### src/rtl/serial_pkg.sv
// Shared definitions for the serial receive front end.
package serial_pkg;

  typedef enum logic [2:0] {
    IDLE      = 3'd0,
    START     = 3'd1,
    DATA      = 3'd2,
    PARITY    = 3'd3,
    STOP      = 3'd4,
    WAIT_IDLE = 3'd5
  } rx_state_t;

  localparam int DATA_BITS  = 8;
  localparam int FRAME_BITS = 11;

endpackage

### src/rtl/sync_2ff.sv
// Two-flop synchroniser for an asynchronous input; resets to the idle-high level.
module sync_2ff (
  input  logic clk,
  input  logic rst_n,
  input  logic d,
  output logic q
);

  logic meta;

  always_ff @(posedge clk or negedge rst_n) begin
    if (!rst_n) begin
      meta <= 1'b1;
      q    <= 1'b1;
    end else begin
      meta <= d;
      q    <= meta;
    end
  end

endmodule

### src/rtl/serial_parity_rx.sv
// Framed serial byte receiver: start, 8 data bits LSB-first, parity, stop.
// Reports parity and framing errors alongside each received byte.
module serial_parity_rx
  import serial_pkg::*;
#(
  parameter int CLKS_PER_BIT = 16,
  parameter bit PARITY_ODD   = 1'b0
) (
  input  logic       clk,
  input  logic       rst_n,
  input  logic       rx,
  output logic [7:0] data_out,
  output logic       data_valid,
  output logic       parity_err,
  output logic       frame_err,
  output logic       busy
);

  localparam int CW = $clog2(CLKS_PER_BIT);
  localparam int BW = $clog2(DATA_BITS);
  localparam logic [CW-1:0] MID  = CW'(CLKS_PER_BIT / 2 - 1);
  localparam logic [CW-1:0] LAST = CW'(CLKS_PER_BIT - 1);
  localparam logic [BW-1:0] LAST_BIT = BW'(DATA_BITS - 1);

  rx_state_t state, state_n;
  logic [CW-1:0] cnt, cnt_n;
  logic [BW-1:0] bitcnt, bitcnt_n;
  logic [DATA_BITS-1:0] shreg;
  logic par_bit;
  logic rx_s;
  logic shift_en, par_en, stop_en;

  sync_2ff u_sync (
    .clk   (clk),
    .rst_n (rst_n),
    .d     (rx),
    .q     (rx_s)
  );

  always_ff @(posedge clk or negedge rst_n) begin
    if (!rst_n) begin
      state      <= IDLE;
      cnt        <= '0;
      bitcnt     <= '0;
      shreg      <= '0;
      par_bit    <= 1'b0;
      data_out   <= '0;
      data_valid <= 1'b0;
      parity_err <= 1'b0;
      frame_err  <= 1'b0;
    end else begin
      state      <= state_n;
      cnt        <= cnt_n;
      bitcnt     <= bitcnt_n;
      data_valid <= stop_en;
      if (shift_en) shreg <= {rx_s, shreg[DATA_BITS-1:1]};
      if (par_en) par_bit <= rx_s;
      if (stop_en) begin
        data_out   <= shreg;
        parity_err <= ((^shreg) ^ par_bit) != PARITY_ODD;
        frame_err  <= ~rx_s;
      end
    end
  end

  // Baud counter wraps to zero at every sample point, so one compare per state suffices.
  always_comb begin
    state_n  = state;
    cnt_n    = cnt;
    bitcnt_n = bitcnt;
    shift_en = 1'b0;
    par_en   = 1'b0;
    stop_en  = 1'b0;
    unique case (state)
      IDLE: begin
        cnt_n    = '0;
        bitcnt_n = '0;
        if (!rx_s) state_n = START;
      end
      START: begin
        if (cnt == MID) begin
          cnt_n   = '0;
          state_n = rx_s ? IDLE : DATA;
        end else begin
          cnt_n = cnt + 1'b1;
        end
      end
      DATA: begin
        if (cnt == LAST) begin
          cnt_n    = '0;
          shift_en = 1'b1;
          bitcnt_n = bitcnt + 1'b1;
          if (bitcnt == LAST_BIT) state_n = PARITY;
        end else begin
          cnt_n = cnt + 1'b1;
        end
      end
      PARITY: begin
        if (cnt == LAST) begin
          cnt_n   = '0;
          par_en  = 1'b1;
          state_n = STOP;
        end else begin
          cnt_n = cnt + 1'b1;
        end
      end
      STOP: begin
        if (cnt == LAST) begin
          cnt_n   = '0;
          stop_en = 1'b1;
          state_n = rx_s ? IDLE : WAIT_IDLE;
        end else begin
          cnt_n = cnt + 1'b1;
        end
      end
      WAIT_IDLE: begin
        cnt_n = '0;
        if (rx_s) state_n = IDLE;
      end
      default: state_n = IDLE;
    endcase
  end

  assign busy = (state != IDLE);

endmodule

### config.mk
export PLATFORM = sky130hd
export DESIGN_NAME = serial_parity_rx
export DESIGN_NICKNAME = d
export VERILOG_FILES = /design/src/rtl/serial_pkg.sv /design/src/rtl/sync_2ff.sv /design/src/rtl/serial_parity_rx.sv
export SDC_FILE = /design/constraint.sdc
export NUM_CORES = 1
export LEC_CHECK = 0
export ABC_AREA = 1
export BUFFER_PORTS_ARGS = -buffer_cell sky130_fd_sc_hd__buf_2
export CORE_MARGIN = 2
export CORE_UTILIZATION = 33
export CTS_CLUSTER_SIZE = 28
export DETAILED_ROUTE_END_ITERATION = 8
export PLACE_DENSITY = 0.55
export SETUP_SLACK_MARGIN = 0.2
export SLEW_MARGIN = 20
export SYNTH_ARGS = -nofsm -noshare
export SYNTH_HDL_FRONTEND = slang
export SYNTH_SLANG_ARGS = --single-unit
### constraint.sdc
create_clock -name clk -period 3.8 [get_ports clk]
set_clock_uncertainty 0.2 [all_clocks]
set_input_delay 0.95 -clock clk [delete_from_list [all_inputs] [get_ports clk]]
set_output_delay 0.95 -clock clk [all_outputs]
set_load 0.1 [all_outputs]
# == After elaboration in Yosys (flattened, before gate mapping) ==
# Index checks and enable logic that the tools add are counted.
# totals
inputBits,3
output_inout_bits,12
regBits,32
mem_bits_ro,0
memories,0
ramBits,0
latch_bits,0
# classes
n_bitwise,2
n_lt_le_gt_ge,0
reduce_logical,9
muxes,19
add_sub_neg,2
n_mul,0
n_shift,0
n_eq_ne,15
div_mod_pow,0
# op_table
op,n
3-bit two-way mux,9
3-bit one-hot mux with 6 select lines,1
2-bit != test (second input constant),6
4-bit one-hot mux with 3 select lines,1
3-bit == test (second input constant),3
4-bit two-way mux,2
8-bit XOR reduction,1
7-bit AND reduction,1
3-bit by 2-bit == test with 1-bit output (second input constant),2
3-bit one-hot mux with 2 select lines,1
3-bit nonzero test,2
4-bit by 1-bit adder with 4-bit output (second input constant),1
4-bit by 3-bit == test with 1-bit output (second input constant),1
4-bit == test (second input constant),1
1-bit two-way mux,4
3-bit by 1-bit adder with 3-bit output (second input constant),1
3-bit by 1-bit == test with 1-bit output (second input constant),1
3-bit zero test,1
3-bit OR reduction,1
2-bit two-way mux,1
2-bit by 1-bit != test with 1-bit output (second input constant),1
2-bit AND reduction,1
2-bit nonzero test,1
2-bit OR reduction,1
2 further kinds,2

# == Longest topological paths before layout ==
# logic_depth
ltp_word,4
depth_mapped,9
depth_no_buf,9

# == Cells and area by module ==
# Synthesis repeated with hierarchy kept, for this count alone.
# hier_totals
hier_cells,180
hier_area_um2,1596.5
# by_module_without_submodules
mod,instances,area_per_inst_um2,cells_per_inst
serial_parity_rx,1,1544.0,178
sync_2ff,1,52.6,2

# == Least setup slack after synthesis ==
# OpenSTA, ideal clock, no wires.
# synth_timing
path_kind,register to output
from,register state[0]
to,output port busy
stages_incl_launch_ff,3
required_time_ns,2.650
setup_slack_ns,1.618
arrival_time_ns,1.032
path_cell_list,dfrtp_1 > nor2_2 > nand2_2
# synth_between
elab_chain_len,1
# synth_rtl
element,line_no,source
"start, declared",serial_parity_rx.sv:25,"rx_state_t state, state_n;"
"start signal, assigned",serial_parity_rx.sv:52,state <= state_n;
3-bit nonzero test,serial_parity_rx.sv:124,assign busy = (state != IDLE);
"end, declared",serial_parity_rx.sv:16,output logic busy
# No other way between the ends.

# == Worst setup path in the final report ==
# layout_timing
from,register state[2]
to,output port busy
# Same word-level chain as after synthesis.

==> key figures <==
Critical path
  • Arr. time, crit path: 1.59 ns
  • FF-to-FF Start: cnt[0]
  • Worst R2R Path Depth: 6
  • Reg2reg setup slack: 2.10 ns
  • Critical path capture point type: output pin
  • Worst Setup Start Kind: register
  • R2R Path End: shreg[6]
  • Crit path max fanout: 10
  • Required @ worst endpoint: 2.65 ns
  • WS Path Type: reg2out

Clocking
  • Worst-Skew Late Latency: 0.28 ns
  • TritonCTS Sinks: 32
  • Setup repair bufs after CTS: 0
  • Total CTS buffers: 5
  • Clk slew on worst S/H paths: 0.07 ns
  • # H-tree levels: 2
  • Post-CTS Hold Buffers: 0
  • Post_cts resized: 0
  • Max Buffers Root-to-Sink: 2
  • Root Buffer: clkbuf_8
  • TritonCTS clock tree: yes

STA
  • Final period util: 72.13%
  • Worst slew pin tran: 0.7292 ns
  • Final Hold Fails: 0
  • RSZ-0062 raised after global routing: false
  • Fin. max-slew vios: 0
  • Setup TNS: 0 ns
  • FMAX: 364.9 MHz
  • Fin crit period: 2.741 ns
  • # setup viols final: 0
  • Tightest slew margin relative to the limit: 51.38%

Drt
  • DR vias: 1160
  • DRC: 0
  • DRT iter0 DRCs: 37
  • Vias/cell: 4.328
  • Initial DRT Pass Iterations: 4
  • Post-route ant nets: 0
  • Total Wirelength: 2756 um
  • Wire length per cell: 10.28 um

Synth
  • Synth Area in Adders: 2.302%
  • Compound-Gate Fraction of Synth Area: 12.89%
  • Most numerous cell in the Yosys netlist: nand2_1
  • Synthesized instance count: 182
  • Synth top area share: 46.05%
  • Synth warn: 0
  • Post-Syn Area: 1630 sq um
  • Syn Nets: 188
  • Post-synthesis mux area share: 0%
  • Mapped Avg Cell Area: 8.958 sq um
  • Number of synthesized flops with an enable pin: 0
  • Commonest cells post-synth: nand2_1, dfrtp_1, inv_1
  • Top FF cell, synth: dfrtp_1
  • Synth Area in XOR/XNOR: 1.612%
  • Simple-gate share of the synthesized area: 26.40%
  • Synthesis-stage register bit count: 32
  • Leading area contributor after synthesis: dfrtp_1
  • Async set-reset flop share out of synthesis: 100.0%
  • Post-synthesis sequential area ratio: 49.27%
  • Yosys cell types: 29
  • Main combinational cell family by area after synthesis: simple AND/OR/NAND/NOR gates
  • Top post-synthesis cells by area: dfrtp_1, nand2_1, o21ai_2, inv_1, nand3_1

Global routing
  • Largest net degree at the start of global routing: 33
  • GRT Total Usage: 11.37%
  • Global-route wire length before repair: 4574 um
  • Vias in the first global route: 1030
  • Global route total overflow: 0
  • Initial antenna violation count: 0

Worst hold path
  • Hold path startpoint: u_sync.meta
  • Hold path endpoint: u_sync.q
  • Hold Path Class: reg2reg
  • Hold depth: 0

Floorplanning
  • Top Ports: 15
  • Rows: 25
  • Die ar.: 5518 sq um
  • Die Width: 74.29 um
  • Core ar.: 4755 sq um
  • Initial Util: 34.29%
  • Die H: 74.29 um

Layout
  • Layout cell share with drive strength beyond 1: 28.86%
  • Final #Nets: 206
  • Layout area overhead: 14.20%
  • Final cell count without fillers: 268
  • ANT cells: 0

Placed design
  • Routability cong.: 0.7474
  • DP HPWL: 1968 um
  • Port bufs: 14
  • Cells after DPL: 260

Pwr
  • Maximum vdd drop: 240.5 uV
  • Leak: 0.9737 nW
  • Power density cells: 563.9 nW/um^2

Job
  • Maximum capacitance violations: 0

Run status
  • Outcome: finished clean
## cells in the final DEF, fill, tap and decap left out, drive strengths merged
master and instances:
clkbuf 6, dfrtp 30, xnor2 1, a31oi 1, nand2 60, nand4 1, nor2 9, a21oi 4
dfstp 2, nand3 16, o21ai 22, inv 24, ha 3, bufinv 1, nor3 2, buf 14
a31o 1, xor2 2, a22o 1, clkinv 1
## area by class of cell
cell class                 instances  area (sq um)
tap                               67         83.83
timing repair buffer              14         70.07
clock inverter                     2         35.03
sequential                        32         803.3
clock buffer                       6         72.57
fill                             504          2893
inverter                          24         92.59
multi-input combinational        123         704.4
## logic make-up (layout without fill, tap and decap cells)
group / Yosys count / after routing
flops: 32 / 32
simple gates: 88 / 88
buf+inv: 27 / 46
fa+ha+maj: 3 / 3
xor+xnor: 3 / 3
compound gates: 29 / 29
## worst max-delay path by stage
stage,start,to,slack (ns)
3_5_place_dp,state[2],busy,1.37
6_report,state[2],busy,1.06
5_1_grt,state[2],busy,0.99
4_1_cts,state[2],busy,1.06
2_1_floorplan,state[0],busy,1.62
3_3_place_gp,state[2],busy,1.38
## power by group
group          switching (mW)  internal (mW)
clock network           0.124          0.194
logic                   0.216         0.0937
registers              0.0488          0.373
## worst max-delay path, stage by stage (launching register included)
cell,delay [ns]
dfrtp_1,0.57
inv_1,0.14
nand2_2,0.15
buf_2,0.44
## sequential cells by signal (all words and copies together) (netlist names)
signal and flops:
bitcnt 3, frame_err 1, parity_err 1, data_valid 1, state 3, cnt 4, u_sync.meta 1, u_sync.q 1
shreg 8, data_out 8, par_bit 1
## stage by stage
stage	power [mW]	setup WS (ns)	cell area, sq um	hold WS [ns]	utilization, %
2_1_floorplan	0.6865	1.618	1630	0.1452	-
3_3_place_gp	0.7404	1.376	1754	0.1468	36.89
3_5_place_dp	0.7406	1.368	1754	0.1479	36.89
4_1_cts	1.065	1.055	1862	0.1584	39.16
5_1_grt	1.115	0.9929	1862	0.1608	39.16
6_report	1.050	1.059	1862	0.1563	39.16
## routing by layer
layer / share of wire (%) / up-vias / GRT usage, %
li1: - / 616 / -
met1: 46 / 526 / 12.83
met2: 50 / 14 / 18.95
met3: 3.0 / 4 / 4.878
met4: 0.83 / 0 / 4.762
met5: 0 / - / 0
(Power assumes the default switching activity.)
